$ cat config.mk
export PLATFORM = sky130hd
export DESIGN_NAME = idelay_tap_calibrator
export DESIGN_NICKNAME = d
export VERILOG_FILES = /design/src/rtl/idelay_cal_pkg.sv /design/src/rtl/idelay_run_tracker.sv /design/src/rtl/idelay_tap_calibrator.sv
export SDC_FILE = /design/constraint.sdc
export NUM_CORES = 1
export LEC_CHECK = 0
export ABC_CLOCK_PERIOD_IN_PS = 8800
export BUFFER_PORTS_ARGS = -buffer_cell sky130_fd_sc_hd__buf_2
export CAP_MARGIN = 30
export CORE_MARGIN = 2
export CORE_UTILIZATION = 30
export DETAILED_ROUTE_END_ITERATION = 8
export PLACE_DENSITY = 0.58
export SLEW_MARGIN = 20
export SYNTH_ARGS = -nofsm -noshare
export SYNTH_HDL_FRONTEND = slang
export SYNTH_SLANG_ARGS = --single-unit
$ cat constraint.sdc
create_clock -name clk -period 8.8 [get_ports clk]
set_input_delay 1.76 -clock clk [delete_from_list [all_inputs] [get_ports clk]]
set_output_delay 1.76 -clock clk [all_outputs]
set_load 0.03 [all_outputs]
$ cat src/rtl/idelay_cal_pkg.sv
// Shared types and defaults for the IDELAYE3 tap calibrator.
//   cal_state_t : calibration FSM states
//   tap_t       : tap value at the default tap width
//   CAL_PATTERN : default training word
package idelay_cal_pkg;

   localparam int unsigned CAL_TAP_W   = 9;
   localparam logic [7:0]  CAL_PATTERN = 8'hA5;

   typedef logic [CAL_TAP_W-1:0] tap_t;

   typedef enum logic [3:0] {
      ST_IDLE,
      ST_WAIT_RDY,
      ST_VTC_OFF,
      ST_LOAD,
      ST_SETTLE,
      ST_CHECK,
      ST_NEXT,
      ST_CENTER,
      ST_LOAD_FINAL,
      ST_VTC_ON
   } cal_state_t;

endpackage

$ cat src/rtl/idelay_run_tracker.sv
// Longest contiguous passing-tap run bookkeeping.
//   clear        : drop open run and stored best
//   step/pass/tap: one scored tap per step pulse
//   fin_*_c      : best window as it would be if the open run were closed now
module idelay_run_tracker
   import idelay_cal_pkg::*;
#(
   parameter int unsigned TAP_W = CAL_TAP_W
)(
   input  logic             clk,
   input  logic             reset,
   input  logic             clear,
   input  logic             step,
   input  logic             pass,
   input  logic [TAP_W-1:0] tap,
   output logic             fin_valid_c,
   output logic [TAP_W-1:0] fin_lo_c,
   output logic [TAP_W-1:0] fin_hi_c
);

   logic             run_open;
   logic             best_valid;
   logic [TAP_W-1:0] cur_lo;
   logic [TAP_W-1:0] cur_hi;
   logic [TAP_W-1:0] best_lo;
   logic [TAP_W-1:0] best_hi;
   logic             cur_wins_c;

   // Open run replaces best only when strictly longer, so ties keep the earlier run
   assign cur_wins_c  = run_open && (!best_valid || ((cur_hi - cur_lo) > (best_hi - best_lo)));
   assign fin_valid_c = best_valid | run_open;
   assign fin_lo_c    = cur_wins_c ? cur_lo : best_lo;
   assign fin_hi_c    = cur_wins_c ? cur_hi : best_hi;

   // Run open/close on each scored tap
   always_ff @(posedge clk) begin
      if (reset || clear) begin
         run_open   <= 1'b0;
         best_valid <= 1'b0;
         cur_lo     <= '0;
         cur_hi     <= '0;
         best_lo    <= '0;
         best_hi    <= '0;
      end else if (step) begin
         if (pass) begin
            if (!run_open) begin
               cur_lo <= tap;
            end
            cur_hi   <= tap;
            run_open <= 1'b1;
         end else if (run_open) begin
            run_open <= 1'b0;
            if (cur_wins_c) begin
               best_valid <= 1'b1;
               best_lo    <= cur_lo;
               best_hi    <= cur_hi;
            end
         end
      end
   end

endmodule

$ cat src/rtl/idelay_tap_calibrator.sv
// Sweeps an IDELAYE3 (VAR_LOAD, COUNT) tap, scores each tap against a training
// word, loads the centre of the longest passing window and re-enables VT comp.
//   clk, reset          : fabric clock, synchronous active-high reset
//   start               : 1-cycle calibration request (ignored while busy)
//   dly_rdy             : IDELAYCTRL RDY
//   rx_word, rx_valid   : deserialized lane data
//   cntvaluein,load     : IDELAYE3 tap value and load pulse
//   en_vtc              : IDELAYE3 EN_VTC
//   busy, done, fail    : status (done/fail sticky until next start)
//   eye_lo,eye_hi       : chosen window; tap_sel : tap finally loaded
module idelay_tap_calibrator
   import idelay_cal_pkg::*;
#(
   parameter int unsigned TAP_W       = CAL_TAP_W,
   parameter int unsigned TAP_MAX     = 511,
   parameter int unsigned TAP_STEP    = 8,
   parameter int unsigned VTC_WAIT    = 16,
   parameter int unsigned SETTLE      = 8,
   parameter int unsigned CHECK_WORDS = 64,
   parameter logic [7:0]  PATTERN     = CAL_PATTERN
)(
   input  logic             clk,
   input  logic             reset,
   input  logic             start,
   input  logic             dly_rdy,
   input  logic [7:0]       rx_word,
   input  logic             rx_valid,
   output logic [TAP_W-1:0] cntvaluein,
   output logic             load,
   output logic             en_vtc,
   output logic             busy,
   output logic             done,
   output logic             fail,
   output logic [TAP_W-1:0] eye_lo,
   output logic [TAP_W-1:0] eye_hi,
   output logic [TAP_W-1:0] tap_sel
);

   localparam int unsigned CNT_MAX =
      (VTC_WAIT > SETTLE) ? ((VTC_WAIT > CHECK_WORDS) ? VTC_WAIT : CHECK_WORDS)
                          : ((SETTLE > CHECK_WORDS) ? SETTLE : CHECK_WORDS);
   localparam int unsigned CNT_W = $clog2(CNT_MAX + 1);
   localparam int unsigned SUM_W = TAP_W + 1;

   cal_state_t       state, state_d;
   logic [CNT_W-1:0] cnt, cnt_d;
   logic [TAP_W-1:0] tap, tap_d;
   logic             tap_ok, tap_ok_d;
   logic [TAP_W-1:0] cntvaluein_d, eye_lo_d, eye_hi_d, tap_sel_d;
   logic             load_d, en_vtc_d, busy_d, done_d, fail_d;

   logic             trk_clr_c, trk_step_c;
   logic             fin_valid_c;
   logic [TAP_W-1:0] fin_lo_c, fin_hi_c;
   logic [SUM_W-1:0] tap_sum_c, sel_sum_c;

   idelay_run_tracker #(.TAP_W(TAP_W)) u_run_tracker (
      .clk         (clk),
      .reset       (reset),
      .clear       (trk_clr_c),
      .step        (trk_step_c),
      .pass        (tap_ok),
      .tap         (tap),
      .fin_valid_c (fin_valid_c),
      .fin_lo_c    (fin_lo_c),
      .fin_hi_c    (fin_hi_c)
   );

   // State and registered outputs
   always_ff @(posedge clk) begin
      if (reset) begin
         state      <= ST_IDLE;
         cnt        <= '0;
         tap        <= '0;
         tap_ok     <= 1'b0;
         cntvaluein <= '0;
         load       <= 1'b0;
         en_vtc     <= 1'b1;
         busy       <= 1'b0;
         done       <= 1'b0;
         fail       <= 1'b0;
         eye_lo     <= '0;
         eye_hi     <= '0;
         tap_sel    <= '0;
      end else begin
         state      <= state_d;
         cnt        <= cnt_d;
         tap        <= tap_d;
         tap_ok     <= tap_ok_d;
         cntvaluein <= cntvaluein_d;
         load       <= load_d;
         en_vtc     <= en_vtc_d;
         busy       <= busy_d;
         done       <= done_d;
         fail       <= fail_d;
         eye_lo     <= eye_lo_d;
         eye_hi     <= eye_hi_d;
         tap_sel    <= tap_sel_d;
      end
   end

   // Next state and next output values
   always_comb begin
      state_d      = state;
      cnt_d        = cnt;
      tap_d        = tap;
      tap_ok_d     = tap_ok;
      cntvaluein_d = cntvaluein;
      load_d       = 1'b0;
      en_vtc_d     = en_vtc;
      busy_d       = busy;
      done_d       = done;
      fail_d       = fail;
      eye_lo_d     = eye_lo;
      eye_hi_d     = eye_hi;
      tap_sel_d    = tap_sel;
      trk_clr_c    = 1'b0;
      trk_step_c   = 1'b0;
      // Sums carry one extra bit so the end-of-sweep test and centre never wrap
      tap_sum_c    = SUM_W'(tap) + SUM_W'(TAP_STEP);
      sel_sum_c    = SUM_W'(fin_lo_c) + SUM_W'(fin_hi_c);

      case (state)
         ST_IDLE: begin
            if (start) begin
               done_d    = 1'b0;
               fail_d    = 1'b0;
               busy_d    = 1'b1;
               tap_d     = '0;
               trk_clr_c = 1'b1;
               state_d   = ST_WAIT_RDY;
            end
         end
         ST_WAIT_RDY: begin
            if (dly_rdy) begin
               en_vtc_d = 1'b0;
               cnt_d    = '0;
               state_d  = ST_VTC_OFF;
            end
         end
         ST_VTC_OFF: begin
            en_vtc_d = 1'b0;
            if (cnt == CNT_W'(VTC_WAIT - 1)) begin
               cnt_d   = '0;
               state_d = ST_LOAD;
            end else begin
               cnt_d = cnt + CNT_W'(1);
            end
         end
         ST_LOAD: begin
            cntvaluein_d = tap;
            load_d       = 1'b1;
            cnt_d        = '0;
            state_d      = ST_SETTLE;
         end
         ST_SETTLE: begin
            if (cnt == CNT_W'(SETTLE - 1)) begin
               cnt_d    = '0;
               tap_ok_d = 1'b1;
               state_d  = ST_CHECK;
            end else begin
               cnt_d = cnt + CNT_W'(1);
            end
         end
         ST_CHECK: begin
            if (rx_valid) begin
               if (rx_word != PATTERN) begin
                  tap_ok_d = 1'b0;
                  state_d  = ST_NEXT;
               end else if (cnt == CNT_W'(CHECK_WORDS - 1)) begin
                  state_d = ST_NEXT;
               end else begin
                  cnt_d = cnt + CNT_W'(1);
               end
            end
         end
         ST_NEXT: begin
            trk_step_c = 1'b1;
            if (tap_sum_c <= SUM_W'(TAP_MAX)) begin
               tap_d   = TAP_W'(tap_sum_c);
               state_d = ST_LOAD;
            end else begin
               state_d = ST_CENTER;
            end
         end
         ST_CENTER: begin
            if (fin_valid_c) begin
               eye_lo_d  = fin_lo_c;
               eye_hi_d  = fin_hi_c;
               tap_sel_d = TAP_W'(sel_sum_c >> 1);
               fail_d    = 1'b0;
            end else begin
               eye_lo_d  = '0;
               eye_hi_d  = '0;
               tap_sel_d = '0;
               fail_d    = 1'b1;
            end
            cnt_d   = '0;
            state_d = ST_LOAD_FINAL;
         end
         ST_LOAD_FINAL: begin
            // First cycle issues the load, then SETTLE cycles elapse
            if (cnt == '0) begin
               cntvaluein_d = tap_sel;
               load_d       = 1'b1;
            end
            if (cnt == CNT_W'(SETTLE)) begin
               state_d = ST_VTC_ON;
            end else begin
               cnt_d = cnt + CNT_W'(1);
            end
         end
         ST_VTC_ON: begin
            en_vtc_d = 1'b1;
            busy_d   = 1'b0;
            done_d   = !fail;
            state_d  = ST_IDLE;
         end
         default: begin
            state_d = ST_IDLE;
         end
      endcase

      // Losing RDY mid-sweep restarts from tap 0 once RDY returns; VT comp stays off
      if (!dly_rdy && ((state == ST_VTC_OFF) || (state == ST_LOAD) ||
                       (state == ST_SETTLE)  || (state == ST_CHECK))) begin
         state_d      = ST_WAIT_RDY;
         tap_d        = '0;
         cnt_d        = '0;
         trk_clr_c    = 1'b1;
         load_d       = 1'b0;
         cntvaluein_d = cntvaluein;
         en_vtc_d     = 1'b0;
      end
   end

endmodule

**Yosys cells after proc, flatten, opt, wreduce, memory -nomap -nowiden**

Cells that the tools add are included.
Widths: inputs -> output; s select.

- Output and inout bits: 41
- Word-level logic and storage cells: 148
- Bits of input ports: 13
- Flip-flop bits (word level): 100

- Magnitude comparators: 2
- Muxes and demuxes: 49
- Reductions and logical operators: 34
- Bitwise operators: 4
- Equal/unequal tests: 34
- $add $sub $neg: 5

Operator list:

| operator | count |
|---|---|
| $mux 9 | 8 |
| $mux 7 | 7 |
| $pmux 7 s6 | 1 |
| $pmux 4 s9 | 1 |
| $pmux 9 s2 | 2 |
| $mux 4 | 8 |
| $ne 2x2->1 const B | 12 |
| $sub 9x9->9 | 2 |
| $eq 4x3->1 const B | 4 |
| $mux 1 | 15 |
| $eq 7x4->1 const B | 2 |
| $reduce_and 7->1 | 2 |
| $ne 3x3->1 const B | 4 |
| $reduce_and 3->1 | 4 |
| $add 9x4->10 const B | 1 |
| $add 9x9->10 | 1 |
| $le 10x9->1 const B | 1 |
| $pmux 1 s2 | 5 |
| $reduce_bool 2->1 | 5 |
| $gt 9x9->1 | 1 |
| $ne 3x2->1 const B | 3 |
| $eq 4x2->1 const B | 2 |
| $eq 4x4->1 const B | 2 |
| $ne 8x8->1 const B | 1 |
| 20 further kinds | 34 |

**Longest topological paths before layout**

Gate-level depths: netlist of the first run.

- Depth after elaboration: 7
- Mapped depth: 25
- Gate-level depth less buffers: 23

**Cells and area by module**

A second synthesis of the first run with hierarchy kept.

- Cells, all modules: 698
- Area total of the unflattened synthesis: 5,686.7 um^2

Modules (own cells, without submodules):

| module | area an instance (um^2) | sequential area each (um^2) | times used | cells an instance |
|---|---|---|---|---|
| idelay_tap_calibrator | 3,159.3 | 1,181.1 | 1 | 387 |
| idelay_run_tracker | 2,527.4 | 760.7 | 1 | 311 |

**Worst setup path after synthesis of the first run**

No wires, ideal clock.

- Path type: register to register
- Start: reg u_run_tracker.best_hi[0]
- End: reg tap_sel[7]
- Cell stages (with the launch flop): 24
- Path buffers: 2
- Library setup time: 0.125 ns
- Slack: 4.122 ns
- Period minus slack after synthesis: 4.678 ns
- Arrival time: 4.553 ns
- Data required time: 8.675 ns
- Cell sequence: dfxtp_1 -> inv_1 -> ha_1 -> fa_1 -> nor2b_1 -> o21ai_0 -> a21oi_1 -> o21a_1 -> nor2_1 -> xor2_1 -> ha_1 -> a211oi_1 -> o22ai_1 -> or3_1 -> buf_2 -> nand2_2 -> buf_6 -> mux2_1 -> ha_1 -> a21o_1 -> or3b_2 -> o221a_2 -> xnor2_1 -> o21ai_0

- Word-level cells in the longest chain between the ends: 7
- Elaborated cells between the ends (all ways): 8
- Classes of those cells: 2 x add/sub; 1 x order compare; 3 x mux; 2 x reduce/logical

Ends and longest elaborated chain:

| what | RTL line | RTL |
|---|---|---|
| start: declaration | idelay_run_tracker.sv:26 | `logic [TAP_W-1:0] best_hi;` |
| start signal: assignment | idelay_run_tracker.sv:56 | `best_hi <= cur_hi;` |
| $sub 9x9->9 | idelay_run_tracker.sv:30 | `assign cur_wins_c = run_open && (!best_valid \|\| ((cur_hi - cur_lo) > (best_hi - best_lo)));` |
| $gt 9x9->1 | idelay_run_tracker.sv:30 |  |
| $logic_or 1x1->1 | idelay_run_tracker.sv:30 |  |
| $logic_and 1x1->1 | idelay_run_tracker.sv:30 |  |
| $mux 9 | idelay_run_tracker.sv:33 | `assign fin_hi_c = cur_wins_c ? cur_hi : best_hi;` |
| named net fin_hi_c[6] | idelay_tap_calibrator.sv:54 | `logic [TAP_W-1:0] fin_lo_c, fin_hi_c;` |
| $add 9x9->10 | idelay_tap_calibrator.sv:121 | `sel_sum_c = SUM_W'(fin_lo_c) + SUM_W'(fin_hi_c);` |
| $mux 9 | idelay_tap_calibrator.sv:187 | `if (fin_valid_c) begin` |
| end signal: assignment | idelay_tap_calibrator.sv:98 | `tap_sel <= tap_sel_d;` |
| end: declaration | idelay_tap_calibrator.sv:36 | `output logic [TAP_W-1:0] tap_sel` |

The timed path passes the listed nets, and every way through them passes these cells.
A chain may end at the register's enable or synchronous reset.

**Worst setup path after layout of the first run**

Ends and elaborated chain as after synthesis.

==> impl_metrics.yaml, run 1 <==
die:
  fp.dieArea_um2: 18400
  die_w_um: 136
  io_pins: 54
  die_h_um: 136
  start_util_pct: 30.4
  coreArea_um2: 17100
  num_rows: 48
clock_network:
  cts_resized: 0
  cts_buffers: 9
  postCtsSetupRepairBufs: 0
  htreeDepth: 3
  postCtsHoldBufs: 0
  clkSinkCount: 91
  clk_latency_ps: 340
  cts_tree: "built"
  clock_path_buffers: 2
  clk_pin_slew_worst_paths_ps: 60
  clockRootBuffer: "clkbuf_16"
setup_path:
  cp_max_fo: 11
  worst_path_largest_cell_delay_ps: 450
  critPathBufInv: 1
  critPathSlowestCell: "or3_1"
  endpoint_kind: "flop"
  path_cells: "inv_1 > ha_1 > fa_1 > nor2b_1 > o21ai_0 > a21oi_1 > o21a_1 > nor2_1 > xor2_1 > ha_1 > a211oi_1 > o22ai_1 > or3_1 > nand2_2 > mux2_1 > ha_1 > a21o_1 > or3b_2 > o221a_2 > xnor2_1 > o21ai_0"
  crit_family: "simple AND/OR/NAND/NOR gates"
  worstSetupStartpointType: "flop"
  crit_top_cell: "ha_1"
  cp.arrival_ps: 5420
  worstPathRequired_ps: 9010
  worst-setup-path-type: "reg2reg"
placement:
  post-place-ws_ps: 3630
  hpwl_mm: 9.45
  portBuffers: 53
  gp_congestion: 0.836
  post-place-cells: 849
cells_and_area:
  fin_nets: 683
  final_cells: 864
  antennaDiodeCount: 0
  nFillCells: 1779
  drive_gt1_share_pct: 15.2
  syn2layout_area_growth_pct: 13.4
detailed_routing:
  avgRoutedWirePerCell_um: 14.7
  route.met3.wl_um: 582
  highest_layer: "met4"
  vias_per_cell: 4.99
  drc: 0
  antenna_left: 0
  dr.pass1.iters: 5
  vias: 4315
  wl_met2_mm: 5.54
  met1_length_mm: 6.45
  wirelength_mm: 12.7
  drt_iter0_drc: 261
sta:
  fmax_mhz: 192
  layout_setup_ws_ps: 3590
  setup-violations-final: 0
  relSlewSlack_pct: 39.2
  fin_skew_ps: 5.99
  grt_setup_unrepaired: "false"
  finalMaxSlewViolations: 0
  fin_crit_sh_pct: 59.2
  tns_ps: 0
  worstMarginPinSlew_ps: 908
  finalHoldViolCount: 0
  post-route-min-period_ps: 5210
power:
  power_density_nw_per_um2: 159
  ir_drop_v: 0.0000810
  p_leak_nw: 2.33
yosys:
  synthFlopType: "dfxtp_1"
  synth_area_per_cell_um2: 8.67
  ys_seq_area_share_pct: 35.1
  synth_edf_count: 0
  synth_async_sr_flop_share_pct: 0
  yosysUniqueCellTypes: 76
  syn_inst: 599
  syn_area_um2: 5200
  yosys_warnings: 0
  yosys_register_bits: 91
flow_run:
  maxCapViolations: 0
grt:
  grt_pass1_vias: 3919
  grt_start_max_net_pins: 37
  antenna_found_initial: 0
  grt_pass1_wl_mm: 20.5
  grt_use_total_pct: 14.2
  grt-ovfl-total: 0
run_status:
  run_status: "finished clean"
worst_hold_path:
  hold_path.class: "reg2reg"
## logic make-up (layout without fill, tap and decap cells)
kind of cell               after synthesis  in the layout  synth area share, %
xor gates and xnor gates                25             25                 4.21
muxes                                   29             29                 5.78
adders and majority gates               35             35                 8.72
and+or+nand+nor                        227            227                 22.2
other                                    1              2               0.0722
buffers and inverters                   64            103                 5.95
AOI/OAI and AO/OA                      127            127                 18.0
DFF                                     91             91                 35.1
## cells in the mapped netlist, drive strengths merged, types with 3 or more instances
master / instances / area share (%)
dfxtp: 91 / 35
nor2: 65 / 5.1
nand2: 47 / 3.4
a21oi: 34 / 3.3
ha: 33 / 7.9
inv: 30 / 2.2
nor3: 26 / 2.7
o21ai: 26 / 2.5
nand3: 25 / 2.4
mux2i: 21 / 4.0
a22o: 18 / 3.0
buf: 18 / 2.6
xnor2: 17 / 2.9
clkbuf: 16 / 1.2
nand2b: 10 / 1.2
nor2b: 9 / 1.1
mux2: 8 / 1.7
o21a: 8 / 1.2
or3: 8 / 0.96
xor2: 8 / 1.3
nand4: 7 / 0.84
a311oi: 6 / 1.1
nor3b: 6 / 0.87
a21o: 5 / 0.72
and2: 5 / 0.60
o311ai: 4 / 1.0
a21boi: 3 / 0.43
nand3b: 3 / 0.43
o41ai: 3 / 1.0
or2: 3 / 0.36
## power breakdown
group | internal, W | total [W] | switching (W)
combinational | 0.0000426 | 0.000123 | 0.0000802
sequential | 0.000420 | 0.000429 | 0.00000918
clock | 0.000219 | 0.000383 | 0.000164
## routing by layer
metal / GRT usage (%) / vias to the layer above
li1: - / 2197
met1: 20.1 / 2028
met2: 21.6 / 82
met3: 3.33 / 8
met4: 3.76 / 0
met5: 0 / -
## through the flow
stage          total power, W  utilization (%)  hold WS, ps  instance area [um^2]
6_report             0.000934             34.4          450                  5890
5_1_grt              0.000976             34.4          482                  5890
4_1_cts              0.000944             34.4          449                  5890
3_5_place_dp         0.000561             32.7          440                  5600
3_3_place_gp         0.000560             32.6          438                  5590
2_1_floorplan        0.000537                -          442                  5200
## registers in the layout, indices dropped and copies added (netlist names)
signal / flops
done: 1
u_run_tracker.cur_hi: 6
tap_sel: 9
fail: 1
state: 4
eye_lo: 9
u_run_tracker.best_hi: 9
en_vtc: 1
tap: 6
u_run_tracker.best_lo: 9
load: 1
eye_hi: 9
tap_ok: 1
u_run_tracker.cur_lo: 6
cntvaluein: 9
cnt: 7
u_run_tracker.run_open: 1
u_run_tracker.best_valid: 1
busy: 1
## cells in the final DEF, fill, tap and decap left out, types with 3 or more instances in the layout
master	count
a21o_1	5
a21oi_1	34
a22o_1	18
a311oi_1	5
and2_1	5
buf_2	53
buf_4	4
clkbuf_16	9
dfxtp_1	91
ha_1	33
inv_1	29
mux2_1	6
mux2i_1	21
nand2_1	46
nand2b_1	10
nand3_1	25
nand3b_1	3
nand4_1	7
nor2_1	60
nor2_2	3
nor2b_1	8
nor3_1	25
nor3b_1	5
o21a_1	8
o21ai_0	25
or3_1	8
xnor2_1	17
xor2_1	8
## final cells by class
| type | count | area (um^2) | area share, % |
|---|---|---|---|
| clock inverter | 6 | 67.6 | 1.15 |
| tap | 225 | 282 | 4.78 |
| sequential | 91 | 1820 | 30.9 |
| timing repair buffer | 58 | 307 | 5.20 |
| inverter | 30 | 113 | 1.91 |
| multi-input combinational | 445 | 3080 | 52.2 |
| clock buffer | 9 | 225 | 3.82 |
## worst reg2reg max path: stages, from the launching register on
cell      delay, ps
dfxtp_1         370
inv_1            70
ha_1            220
fa_1            400
nor2b_1         140
o21ai_0         120
a21oi_1         200
o21a_1          160
nor2_1           50
xor2_1          150
ha_1            300
a211oi_1        230
o22ai_1         160
or3_1           450
nand2_2         270
mux2_1          410
ha_1            370
a21o_1          230
or3b_2          440
o221a_2         140
xnor2_1         120
o21ai_0          80
## worst paths after layout
| kind | startpoint | endpoint | slack, ps | cells after the start |
|---|---|---|---|---|
| worst max-delay path | u_run_tracker.best_hi[0] | tap_sel[7] | 3590 | 21 |
| worst min-delay path | cntvaluein[0] | cntvaluein[0] | 450 | 2 |
| worst max register to register | u_run_tracker.best_hi[0] | tap_sel[7] | 3590 | 21 |
| worst min register to register | cntvaluein[0] | cntvaluein[0] | 450 | 2 |
Power figures use the tool's default switching activity.
==> run 2, diff against run 1 <==
--- a/config.mk
+++ b/config.mk
@@ -5,7 +5,8 @@
 export SDC_FILE = /design/constraint.sdc
 export NUM_CORES = 1
 export LEC_CHECK = 0
-export ABC_CLOCK_PERIOD_IN_PS = 8800
+export ABC_AREA = 1
+export ABC_CLOCK_PERIOD_IN_PS = 5100
 export BUFFER_PORTS_ARGS = -buffer_cell sky130_fd_sc_hd__buf_2
 export CAP_MARGIN = 30
 export CORE_MARGIN = 2
==> constraint.sdc (replaced) <==
create_clock -name clk -period 5.1 [get_ports clk]
set_input_delay 1.02 -clock clk [delete_from_list [all_inputs] [get_ports clk]]
set_output_delay 1.02 -clock clk [all_outputs]
set_load 0.03 [all_outputs]
==> impl_metrics.yaml, run 2 <==
sta:
  worstMarginPinSlew_ps: 761
  tns_ps: 0
  finalHoldViolCount: 0
  layout_setup_ws_ps: 553
  finalMaxSlewViolations: 0
  fin_skew_ps: 6.31
  grt_setup_unrepaired: "false"
  fin_crit_sh_pct: 89.1
  post-route-min-period_ps: 4550
  fmax_mhz: 220
  relSlewSlack_pct: 49.2
  setup-violations-final: 0
clock_network:
  clock_path_buffers: 2
  postCtsHoldBufs: 0
  cts_tree: "built"
  clockRootBuffer: "clkbuf_16"
  cts_buffers: 9
  clk_pin_slew_worst_paths_ps: 70
  htreeDepth: 3
  clkSinkCount: 91
  clk_latency_ps: 340
yosys:
  yosys.area.top_type: "dfxtp_1"
  synth_async_sr_flop_share_pct: 0
  synth.top_cell.area_share_pct: 36.9
  synth_most_common_cell: "nand2_1"
  yosys-top-cells-count: "nand2_1 (168), dfxtp_1 (91), inv_1 (81)"
  synth_area_per_cell_um2: 7.12
  syn_area_um2: 4930
  ys_seq_area_share_pct: 36.9
  synthFlopType: "dfxtp_1"
  synth_top_cells_by_area: "dfxtp_1 (37%), nand2_1 (13%), ha_1 (8.4%)"
  yosys_warnings: 0
  syn_inst: 693
  yosys_register_bits: 91
  synth_edf_count: 0
  yosysUniqueCellTypes: 44
die:
  coreArea_um2: 16000
  die_h_um: 132
  io_pins: 54
  die_w_um: 132
  num_rows: 46
  fp.dieArea_um2: 17500
  start_util_pct: 30.8
placement:
  hpwl_mm: 9.65
  post-place-ws_ps: 186
  placed_area_um2: 5440
  gp_congestion: 0.877
  portBuffers: 53
  post-place-cells: 951
worst_hold_path:
  hold_path.class: "reg2reg"
  hp-start: "busy"
  min_to: "busy"
  hold_path_depth: 2
detailed_routing:
  drt_iter0_drc: 290
  dr.pass1.iters: 4
  vias_per_cell: 4.68
  avgRoutedWirePerCell_um: 13.0
  vias: 4525
  wirelength_mm: 12.6
  antenna_left: 0
  drc: 0
power:
  power_density_nw_per_um2: 321
  ir_drop_v: 0.000201
  p_leak_nw: 2.52
  finalPower_w: 0.00184
setup_path:
  regToRegStartpoint: "u_run_tracker.best_hi[0]"
  rr_worst_depth: 32
  regToRegSetupSlack_ps: 550
  cp_max_fo: 11
  endpoint_kind: "flop"
  worstPathRequired_ps: 5290
  cp.arrival_ps: 4740
  crit_top_cell: "nand2_1"
  worst-setup-path-type: "reg2reg"
  critPathSlowestCell: "fa_1"
  worst_r2r_endpoint: "tap_sel[7]"
  worst_path_largest_cell_delay_ps: 420
  worstSetupStartpointType: "flop"
flow_run:
  maxCapViolations: 0
cells_and_area:
  antennaDiodeCount: 0
  regArea_um2: 1820
  drive_gt1_share_pct: 15.3
  final_cells: 967
  multiInputGateArea_um2: 2690
  most-common-layout-cells: "nand2_1 (167), dfxtp_1 (91), inv_1 (81)"
  fin_area_um2: 5740
  nFillCells: 1763
  final_common_cell: "nand2_1"
  fin_nets: 794
  syn2layout_area_growth_pct: 16.3
grt:
  grt_start_max_net_pins: 39
  grt_pass1_vias: 4207
  grt_pass1_wl_mm: 20.7
  grt_use_total_pct: 14.6
  antenna_found_initial: 0
  grt-ovfl-total: 0
run_status:
  run_status: "finished clean"
==> run 2: stage by stage <==
stage               hold slack [ps]  utilization [%]
detailed placement              455             34.0
global placement                450             34.0
CTS                             465             35.8
global route                    481             35.9
finish                          459             35.9
floorplan                       439                -
==> run 2: critical path, delay by kind of cell (launching register included) <==
family	cells	cell delay, ps
AND/OR/NAND/NOR	12	1080
flip-flops	1	370
AO/OA/AOI/OAI	11	1190
buffers and inverters	4	310
XOR/XNOR	1	140
adder cells (fa/ha/maj)	4	1320
==> run 2: power by group <==
group	leakage, nW	internal (W)	switching (W)
Clock	0.141	0.000353	0.000273
Combinational	1.65	0.000123	0.000302
Sequential	0.735	0.000753	0.0000406
Total	2.52	0.00123	0.000615
==> run 2: worst max path at each step <==
stage,slack (ps),depth (start not counted),from,endpoint
floorplan,630,30,u_run_tracker.best_hi[0],tap_sel[7]
global placement,200,32,u_run_tracker.best_hi[0],tap_sel[7]
detailed placement,190,32,u_run_tracker.best_hi[0],tap_sel[7]
CTS,120,32,u_run_tracker.best_hi[0],tap_sel[7]
global route,80,32,u_run_tracker.best_hi[0],tap_sel[7]
finish,550,32,u_run_tracker.best_hi[0],tap_sel[7]
==> run 2: area by class of cell <==
cell class,instances,area share (%)
Tap cell,216,4.71
Timing Repair Buffer,61,5.67
Multi-Input combinational cell,490,46.9
Clock inverter,5,0.480
Clock buffer,11,4.40
Sequential cell,91,31.7
Inverter,93,6.08
==> run 2: cells by family after synthesis <==
group / after synthesis / share of synthesized area (%)
compound gates: 147 / 16.8
other cells: 1 / 0.0760
xor+xnor: 14 / 2.48
buf+inv: 113 / 8.95
flops: 91 / 36.9
simple gates: 292 / 25.6
fa+ha+maj: 35 / 9.18
==> run 2: repair_timing <==
item                                    CTS  global route
endpoints found under the setup margin    0             7
setup buffers                             0             0
endpoints found under the hold margin     0             0
gates resized for setup                   0             7
==> run 2: per-layer routing <==
| layer | track usage (%) | wire length, um |
|---|---|---|
| met3 | 3.00 | 541 |
| met2 | 23.6 | 5780 |
| met5 | 0 | 0 |
| met1 | 19.7 | 6050 |
| met4 | 4.36 | 201 |
